`config.mk`:
```
export PLATFORM = sky130hd
export DESIGN_NAME = seq_det_sched
export DESIGN_NICKNAME = d
export VERILOG_FILES = /design/src/rtl/seq_det_sched.sv
export SDC_FILE = /design/constraint.sdc
export NUM_CORES = 1
export LEC_CHECK = 0
export ABC_AREA = 1
export ABC_CLOCK_PERIOD_IN_PS = 2300
export CELL_PAD_IN_SITES_DETAIL_PLACEMENT = 1
export CELL_PAD_IN_SITES_GLOBAL_PLACEMENT = 1
export CORE_ASPECT_RATIO = 0.9
export CORE_MARGIN = 3
export CORE_UTILIZATION = 46
export DETAILED_ROUTE_END_ITERATION = 8
export DONT_BUFFER_PORTS = 1
export GPL_TIMING_DRIVEN = 0
export PLACE_DENSITY = 0.88
export SYNTH_ARGS = -nofsm -noshare
export SYNTH_HDL_FRONTEND = slang
export SYNTH_SLANG_ARGS = --single-unit
```
`constraint.sdc`:
```
create_clock -name clk -period 2.3 [get_ports clk]
set_clock_uncertainty 0.15 [all_clocks]
set_input_delay 0.69 -clock clk [delete_from_list [all_inputs] [get_ports clk]]
set_output_delay 0.69 -clock clk [all_outputs]
set_load 0.03 [all_outputs]
```
`src/rtl/seq_det_sched.sv`:
```
`default_nettype none
// ============================================================================
//  Module   : seq_det_sched
//  Purpose  : Accepts parallel words over valid/ready, shifts them out
//             MSB-first one bit per clock, and matches the serial stream
//             against a runtime-programmable 1..8 bit pattern (overlapping
//             or non-overlapping). Counts matches and flags end of word.
//  Revision : 1.0 - initial release
// ============================================================================
module seq_det_sched #(
   parameter int         W       = 8,
   parameter int         CW      = 8,
   parameter logic [7:0] PAT_RST = 8'h06,
   parameter logic [3:0] LEN_RST = 4'd3
) (
   input  logic          clk,
   input  logic          reset,
   input  logic          clr,
   input  logic          cfg_we,
   input  logic [7:0]    cfg_pattern,
   input  logic [3:0]    cfg_len,
   input  logic          cfg_overlap,
   input  logic          word_valid,
   input  logic [W-1:0]  word_data,
   output logic          word_ready,
   output logic          bit_out,
   output logic          bit_valid,
   output logic          match,
   output logic [CW-1:0] match_count,
   output logic          done,
   output logic          cfg_err
);

   localparam int IW = (W > 1) ? $clog2(W) : 1;

   typedef enum logic [1:0] {
      IDLE  = 2'd0,
      SHIFT = 2'd1,
      DONE  = 2'd2
   } state_t;

   state_t        state;
   state_t        state_next;
   logic [W-1:0]  sreg;
   logic [IW-1:0] bit_idx;

   logic [7:0]    pattern;
   logic [3:0]    len;
   logic          overlap;
   logic [7:0]    hist;
   logic [3:0]    hist_cnt;

   logic          accept;
   logic          cfg_ok;
   logic          cfg_bad;
   logic [3:0]    cnt_inc;
   logic [7:0]    hist_nx;
   logic [8:0]    mask_wide;
   logic [7:0]    len_mask;
   logic          hit;

   // FSM state register
   always_ff @(posedge clk or posedge reset) begin
      if (reset) state <= IDLE;
      else       state <= state_next;
   end

   // Next-state logic and handshake/strobe outputs; clr forces IDLE and blocks everything
   always_comb begin
      state_next = state;
      word_ready = 1'b0;
      bit_valid  = 1'b0;
      done       = 1'b0;
      if (clr) begin
         state_next = IDLE;
      end else begin
         case (state)
            IDLE: begin
               word_ready = 1'b1;
               if (word_valid) state_next = SHIFT;
            end
            SHIFT: begin
               bit_valid = 1'b1;
               if (bit_idx == '0) state_next = DONE;
            end
            DONE: begin
               done       = 1'b1;
               state_next = IDLE;
            end
            default: state_next = IDLE;
         endcase
      end
   end

   assign accept  = word_ready & word_valid;
   assign bit_out = bit_valid & sreg[W-1];

   // A config write is only legal in IDLE with a length of 1..8; anything else is flagged
   assign cfg_ok  = cfg_we && !clr && (state == IDLE) && (cfg_len != 4'd0) && (cfg_len <= 4'd8);
   assign cfg_bad = cfg_we && !clr && !cfg_ok;

   // Detector evaluation for the bit being shifted out this cycle
   assign cnt_inc   = (hist_cnt >= 4'd8) ? 4'd8 : hist_cnt + 4'd1;
   assign hist_nx   = {hist[6:0], bit_out};
   assign mask_wide = (9'd1 << len) - 9'd1;
   assign len_mask  = mask_wide[7:0];
   assign hit       = (cnt_inc >= len) && ((hist_nx & len_mask) == (pattern & len_mask));

   // Shift register and bit index: load on handshake, shift while in SHIFT
   always_ff @(posedge clk or posedge reset) begin
      if (reset) begin
         sreg    <= '0;
         bit_idx <= '0;
      end else if (accept) begin
         sreg    <= word_data;
         bit_idx <= IW'(W - 1);
      end else if (state == SHIFT) begin
         sreg    <= {sreg[W-2:0], 1'b0};
         bit_idx <= bit_idx - 1'b1;
      end
   end

   // Config registers, match history, match pulse and saturating counter
   always_ff @(posedge clk or posedge reset) begin
      if (reset) begin
         pattern     <= PAT_RST;
         len         <= LEN_RST;
         overlap     <= 1'b1;
         hist        <= '0;
         hist_cnt    <= '0;
         match       <= 1'b0;
         match_count <= '0;
         cfg_err     <= 1'b0;
      end else begin
         cfg_err <= cfg_bad;
         match   <= 1'b0;
         if (clr) begin
            hist        <= '0;
            hist_cnt    <= '0;
            match_count <= '0;
         end else if (cfg_ok) begin
            pattern  <= cfg_pattern;
            len      <= cfg_len;
            overlap  <= cfg_overlap;
            hist     <= '0;
            hist_cnt <= '0;
         end else if (bit_valid) begin
            hist  <= hist_nx;
            match <= hit;
            // Non-overlapping mode restarts the fill count so the next match needs len fresh bits
            hist_cnt <= (hit && !overlap) ? 4'd0 : cnt_inc;
            if (hit && (match_count != {CW{1'b1}}))
               match_count <= match_count + CW'(1);
         end
      end
   end

endmodule
`default_nettype wire

```
After elaboration in Yosys (flattened, before gate mapping) --
Index checks and enable logic that the tools add are counted.
Cells by class: add/subtract/negate cells 4, magnitude comparators 3, equal/unequal tests 7, shift-type cells 1, multiplexer cells 29, bitwise logic cells 5, reductions and logical operators 21
Operator list (number):
- $mux 8 | 6
- $mux 7 | 3
- $mux 4 | 5
- $and 8x8->8 | 2
- $mux 1 | 9
- $add 8x1->8 const B | 1
- $eq 8x8->1 | 1
- $logic_and 1x1->1 | 8
- $ne 8x8->1 const B | 1
- $shl 1x4->8 const A | 1
- $sub 8x1->8 const B | 1
- $mux 2 | 3
- $mux 3 | 2
- $ne 3x3->1 const B | 2
- $reduce_bool 2->1 | 3
- $add 4x1->4 const B | 1
- $ge 4x4->1 | 1
- $ge 4x4->1 const B | 1
- $le 4x4->1 const B | 1
- $pmux 2 s2 | 1
- $reduce_and 2->1 | 2
- $reduce_bool 4->1 | 1
- $logic_not 1->1 | 3
- $logic_not 3->1 | 1
- other kinds (9) | 10
Storage, ports and cells: register bits after elaboration 47, bits of input ports 26, output and inout port bits 14, word-level logic and storage cells 81

Depth between registers and ports, before layout --
Gate-level depths: netlist (run 1).
depth in word-level cells 12, gate-level depth with buffers 14, mapped depth without buffers 14

Least setup slack after synthesis (run 1) --
No wires, ideal clock.
path type input to output, start point in clr, end point out done, arrival 1.582 ns, data required time 1.460 ns, path slack -0.122 ns, cell stages on the path 2, path buffers 1, path through clkbuf_1 nor3_1
Between the ends: cells in the longest elaborated chain, start to end 1
RTL lines:
- start, declared | RTL line 18 | input logic clr,
- $mux 1 | RTL line 74 | if (clr) begin
- end, declared | RTL line 30 | output logic done,
No other way between the ends.

Worst setup path in the final report (run 1) --
start point reg hist_cnt[1], end point reg hist_cnt[3]
Between the ends: cells in the longest elaborated chain, start to end 9, elaborated cells on any way between the ends 10, classes of those cells add/sub (1); order compare (2); mux (5); reduce/logical (2)
RTL lines:
- start, declared | RTL line 51 | logic [3:0] hist_cnt;
- start signal, assigned | RTL line 151 | hist_cnt <= (hit && !overlap) ? 4'd0 : cnt_inc;
- $add 4x1->4 / $ge 4x4->1 (equally long branches) | RTL line 103 | assign cnt_inc = (hist_cnt >= 4'd8) ? 4'd8 : hist_cnt + 4'd1;
- $mux 4 * | RTL line 103
- $ge 4x4->1 | RTL line 107 | assign hit = (cnt_inc >= len) && ((hist_nx & len_mask) == (pattern & len_mask));
- $logic_and 1x1->1 | RTL line 107
- $logic_and 1x1->1 | RTL line 151
- $mux 4 * | RTL line 151
- $mux 4 * | RTL line 147 | end else if (bit_valid) begin
- $mux 4 * | RTL line 141 | end else if (cfg_ok) begin
- $mux 4 * | RTL line 137 | if (clr) begin
Mark *: on every way between the ends. The rest lies on a longest branch, timed or not. The select of a mux whose other input is x is not followed. A chain may end at the register's enable or synchronous reset.

==> impl_metrics.tcl, run 1 <==
set metrics [dict create \
    vias 2388 \
    layout_worst_path_cycle_share_pct 102 \
    ys_warn_count 0 \
    violations "negative setup slack" \
    setup_viol 7 \
    crit_required_ps 2350 \
    fin_util_pct 58.5 \
    power_frac_clock_pct 18.4 \
    internal_power_w 0.00180 \
    synth_edf_count 0 \
    synth-seq-cells 47 \
    area_growth_pct 21.9 \
    drc 0 \
    synth_flop_cell "dfrtp_1" \
    drt_wl_total_um 8410 \
    first_pass_iters 4 \
    ys_types 29 \
    peakVddDrop_mv 0.726 \
    finalMaxSlewViolations 0 \
    p_switching_w 0.00129 \
    gr-usage-all-layers_pct 23.8 \
    antenna_found_initial 0 \
    tightest_slew_ps 556 \
    critPathKind "flop to flop" \
    fillers 648 \
    cts_tree "yes" \
    path_cells "inv_2 -> ha_4 -> inv_2 -> nor2_4 -> ha_4 -> inv_2 -> nor2_1 -> o211ai_1 -> nand3_1 -> buf_4 -> nand2_2 -> nor2_4 -> o22ai_1" \
    start_util_pct 48.0 \
    grt_pass1_vias 2490 \
    min_path_type "input pin to asynchronous set/reset pin" \
    crit_top_cell "inv_2" \
    grt_setup_unrepaired "yes" \
    cts_hold_buf 0 \
    clock-sinks 47 \
    setup_ws_ps -42.7 \
    dpl.hpwl_um 4820 \
    grt_first_pass_wirelength_um 12200 \
    layout_common_cells "nand2_1 (68), inv_1 (40), dfrtp_1 (40)" \
    worstPathArrival_ps 2400 \
    seq_area_frac_synth_pct 46.6 \
    crit_path_end_kind "flop" \
    grt_max_degree 39 \
    async_reset_ff_share_pct 100 \
    drive_above_1_share_pct 26.9 \
    place_congestion 0.797 \
    syn_nets 354 \
    slowest_delay_ps 380 \
    fin_crit_ps 2340 \
    die_area_um2 6440 \
    clk_pin_slew_ps 100 \
    netlist_area_um2 2540 \
    p_comb_share_pct 40.6 \
    clockBufferDepth 2 \
    io_buffers 0 \
    max_slew_margin_pct 62.9 \
    crit_family "simple AND/OR/NAND/NOR gates" \
    grt_remaining_overflow 0 \
    root_buffer "clkbuf_8" \
    wire_per_inst_um 20.4 \
    outcome "finished with violations" \
    cp_slowest_cell "dfrtp_1" \
    pre_cts_ws_ps -189 \
    rows 25 \
    max-cap-violations 0 \
    fmax_ghz 0.427 \
    nNetsFinal 381 \
    pin_count 40 \
    cts_buffers 5 \
    final_common_cell "nand2_1" \
    drtIter0Drc 147 \
    hold_viol_final 0 \
    cp_max_fo 4 \
    die_w_um 84.3 \
    syn_area_per_cell_um2 7.98 \
    antenna_left 0 \
    synthesis.instances 318 \
    vias_per_cell 5.78 \
    p_per_area_nw_per_um2 1000 \
    cp_num_buf_inv 4 \
    clock_latency_ps 300 \
    coreArea_um2 5290 \
    start_kind "flop" \
    leakage_nw 1.51 \
    seq_power_share_pct 41.0 \
    die_y_um 76.5 \
    cts_max_level 2 \
    antenna_cells 0 \
    switching_share_pct 41.8 \
]
-- per-stage QoR --
stage	instances	cell area, µm²	power, W	hold WS (ps)	TNS, ps
final	413	3090	0.00310	39.1	-173
after global routing	413	3090	0.00331	26.7	-1060
after CTS	404	2860	0.00282	35.2	0
after detailed placement	386	2650	0.00213	322	-1710
after floorplan	318	2540	0.00188	305	0
after global placement	385	2630	0.00204	314	-10240
-- registers in the layout, indices dropped and copies added (netlist names) --
| register | flops |
|---|---|
| sreg | 8 |
| hist | 7 |
| match_count | 8 |
| hist_cnt | 4 |
| overlap | 1 |
| match | 1 |
| cfg_err | 1 |
| len | 4 |
| pattern | 8 |
| state | 2 |
| bit_idx | 3 |
-- what timing repair did --
item,4_1_cts,5_1_grt
setup buffers,8,9
endpoints found under the hold margin,0,0
endpoints found under the setup margin,13,14
pin swaps,9,18
gates cloned,2,0
gates resized for setup,15,37
-- Yosys cell counts, drive strengths merged (2+ instances only) --
cell	instances	share of area, %
a21oi	2	0.39
buf	3	0.59
clkbuf	2	0.30
dfrtp	42	41
dfstp	5	5.2
ha	10	4.9
inv	51	7.5
nand2	86	14
nand3	29	6.5
nand4	2	0.49
nor2	27	4.8
nor3	2	0.39
nor3b	2	0.59
o211ai	5	1.5
o21ai	28	5.5
o22ai	10	2.5
xnor2	3	1.0
xor2	5	1.7
-- path summary, 6_finish.rpt --
check                                                to                    start  slack, ps  cells after the start
worst max-delay path            hist_cnt[3]$_DFFE_PP0P_  hist_cnt[1]$_DFFE_PP0P_        -40                     13
worst min-delay path                sreg[5]$_DFFE_PP0P_                    reset         40                      1
worst max register to register  hist_cnt[3]$_DFFE_PP0P_  hist_cnt[1]$_DFFE_PP0P_        -40                     13
worst min register to register   pattern[2]$_DFFE_PP1P_   pattern[2]$_DFFE_PP1P_        340                      2
max in group asynchronous            len[0]$_DFFE_PP1P_                    reset       1400                      2
min in group clk                    overlap$_DFFE_PP1P_              cfg_overlap        320                      2
-- kinds of logic (layout without fill, tap and decap cells) --
| kind of cell | count (synthesis) | count (layout) | synth area share, % |
|---|---|---|---|
| flops | 47 | 47 | 46.6 |
| simple gates | 149 | 151 | 26.6 |
| fa+ha+maj | 10 | 10 | 4.93 |
| buf+inv | 57 | 83 | 8.58 |
| compound gates | 47 | 47 | 10.5 |
| xor+xnor | 8 | 8 | 2.76 |
-- layer usage --
| layer | vias up | routed length (µm) | track usage [%] | share of wire, % |
|---|---|---|---|---|
| met5 | - | 0 | 0 | 0 |
| met4 | 0 | 150 | 6.43 | 1.8 |
| met3 | 19 | 499 | 5.41 | 5.9 |
| met2 | 80 | 4270 | 41.1 | 51 |
| met1 | 1207 | 3490 | 29.8 | 42 |
| li1 | 1082 | - | - | - |
-- area by class of cell --
class	instances	area, µm²	share of cell area [%]
Buffer	5	22.5	0.728
Clock buffer	7	96.3	3.11
Clock inverter	1	7.51	0.243
Inverter	52	200	6.47
Multi-Input combinational cell	216	1350	43.5
Sequential cell	47	1180	38.3
Tap cell	67	83.8	2.71
Timing Repair Buffer	18	151	4.89
-- power by group through the flow --
| stage | Combinational (W) | Sequential, W | Clock [W] |
|---|---|---|---|
| 3_5_place_dp | 0.000880 | 0.00125 | 0 |
| 5_1_grt | 0.00139 | 0.00129 | 0.000623 |
| 3_3_place_gp | 0.000807 | 0.00124 | 0 |
| 6_report | 0.00126 | 0.00127 | 0.000570 |
| 4_1_cts | 0.00100 | 0.00124 | 0.000577 |
| 2_1_floorplan | 0.000675 | 0.00120 | 0 |
No activity file was read; power rests on OpenSTA's default activity.
==> inputs of run 2 (changes only) <==
--- a/config.mk
+++ b/config.mk
@@ -7,6 +7,7 @@
 export LEC_CHECK = 0
 export ABC_AREA = 1
 export ABC_CLOCK_PERIOD_IN_PS = 2300
+export CAP_MARGIN = 20
 export CELL_PAD_IN_SITES_DETAIL_PLACEMENT = 1
 export CELL_PAD_IN_SITES_GLOBAL_PLACEMENT = 1
 export CORE_ASPECT_RATIO = 0.9
@@ -16,6 +17,7 @@
 export DONT_BUFFER_PORTS = 1
 export GPL_TIMING_DRIVEN = 0
 export PLACE_DENSITY = 0.88
+export SETUP_SLACK_MARGIN = 0.05
 export SYNTH_ARGS = -nofsm -noshare
 export SYNTH_HDL_FRONTEND = slang
 export SYNTH_SLANG_ARGS = --single-unit
==> impl_metrics.tcl, run 2 (synthesized netlist as in run 1, its figures left out) <==
set metrics [dict create \
    outcome "finished with violations" \
    violations "negative setup slack" \
    peakVddDrop_mv 0.730 \
    clockBufferDepth 2 \
    setup_ws_ps -102 \
    drc 0 \
    leakage_nw 1.53 \
    crit_required_ps 2350 \
    grt_remaining_overflow 0 \
    met1_usage_pct 33.2 \
    largestRegisters "match_count x8, pattern x8, sreg x8" \
    cts_max_level 2 \
    crit_family "simple AND/OR/NAND/NOR gates" \
    nNetsFinal 386 \
    cts_buffers 5 \
    max-cap-violations 0 \
    grt_max_degree 39 \
    clock-sinks 47 \
    grt_setup_unrepaired "yes" \
    holdWs_ps 31.3 \
    vias 2474 \
    cp_max_fo 8 \
    path_cells "inv_1 -> nor2_2 -> nand2_1 -> nand2_1 -> nand2_1 -> nand3_2 -> nand2_2 -> nor2_4 -> nand3_2 -> nand2_4 -> nand2_8 -> nand2_1 -> nand2_1" \
    setup_viol 12 \
    rows 25 \
    min_path_type "input pin to asynchronous set/reset pin" \
    die_y_um 76.5 \
    pin_count 40 \
    ff2ff_path_depth 13 \
    r2r-end "match_count[1]$_DFFE_PP0P_" \
    final_common_cell "nand2_1" \
    gr-usage-all-layers_pct 26.0 \
    cts_hold_buf 0 \
    start_kind "flop" \
    drive_above_1_share_pct 27.9 \
    vias_per_cell 5.92 \
    clk_pin_slew_ps 90 \
    root_buffer "clkbuf_8" \
    io_buffers 0 \
    crit_path_end_kind "flop" \
    fin_area_um2 3130 \
    antenna_cells 0 \
    finalMaxSlewViolations 0 \
    coreArea_um2 5290 \
    total_power_w 0.00325 \
    drt_wl_total_um 9520 \
    hold_viol_final 0 \
    wire_per_inst_um 22.8 \
    cp_slowest_cell "dfstp_2" \
    tightest_slew_ps 618 \
    start_util_pct 48.0 \
    area_growth_pct 23.2 \
    antenna_found_initial 0 \
    worstPathArrival_ps 2460 \
    slowest_delay_ps 650 \
    first_pass_iters 4 \
    drtIter0Drc 231 \
    fin_crit_ps 2400 \
    grt_busiest_layer "met2" \
    fmax_ghz 0.416 \
    critPathKind "flop to flop" \
    grt_pass1_vias 2546 \
    setup_tns_ps -770 \
    max_slew_margin_pct 58.8 \
    grt_first_pass_wirelength_um 13200 \
    p_per_area_nw_per_um2 1040 \
    cp_num_buf_inv 1 \
    dpl.hpwl_um 4820 \
    layout_common_cells "nand2_1 (69), inv_1 (40), dfrtp_1 (40)" \
    cts_tree "yes" \
    rr_startpoint "len[1]$_DFFE_PP1P_" \
    clock_latency_ps 320 \
    met3_usage_pct 5.84 \
    reg2reg_slack_ps -100 \
    layout_worst_path_cycle_share_pct 104 \
    crit_top_cell "nand2_1" \
    place_area_um2 2650 \
    use_met2_pct 44.0 \
    die_w_um 84.3 \
    die_area_um2 6440 \
    antenna_left 0 \
    place_congestion 0.797 \
]
## run 2: where the power goes
group	leakage (nW)	internal (W)	switching (W)
Clock	0.0505	0.000274	0.000312
Sequential	0.595	0.00104	0.000241
Combinational	0.884	0.000530	0.000856
## run 2: worst max-delay path by stage
stage / startpoint / endpoint / slack (ps) / depth (start not counted)
after global routing: len[1]$_DFFE_PP1P_ / match_count[1]$_DFFE_PP0P_ / -200 / 13
after detailed placement: len[3]$_DFFE_PP0P_ / match_count[6]$_DFFE_PP0P_ / -190 / 14
after CTS: clr / done / 4 / 2
final: len[1]$_DFFE_PP1P_ / match_count[1]$_DFFE_PP0P_ / -100 / 13
after floorplan: clr / done / 130 / 2
after global placement: reset / match_count[4]$_DFFE_PP0P_ / -220 / 1
## run 2: repair_timing
action / 4_1_cts / 5_1_grt
pin swaps: 15 / 15
setup buffers: 12 / 10
gates resized for setup: 22 / 29
cloned: 2 / 0
setup endpoints to repair: 15 / 15
## run 2: cell type report
class                   count  area [µm²]
inverters                  52         200
fillers                   643        2160
well taps                  67        83.8
multi-input cells         216        1350
clock buffers               7        96.3
flip-flops and latches     47        1180
plain buffers               5        22.5
clock inverters             1        7.51
repair buffers             23         185
## run 2: layer usage
layer | wire [µm] | share of wire [%]
met1 | 3750 | 39
met2 | 4730 | 50
met3 | 640 | 6.7
met4 | 403 | 4.2
met5 | 0 | 0
## run 2: per-stage QoR
| step | worst slack (ps) | instances | utilization (%) |
|---|---|---|---|
| after floorplan | 129 | 318 | - |
| after global placement | -219 | 385 | 49.7 |
| after detailed placement | -189 | 386 | 50.1 |
| after CTS | 4.36 | 408 | 55.4 |
| after global routing | -199 | 418 | 59.1 |
| final | -102 | 418 | 59.1 |
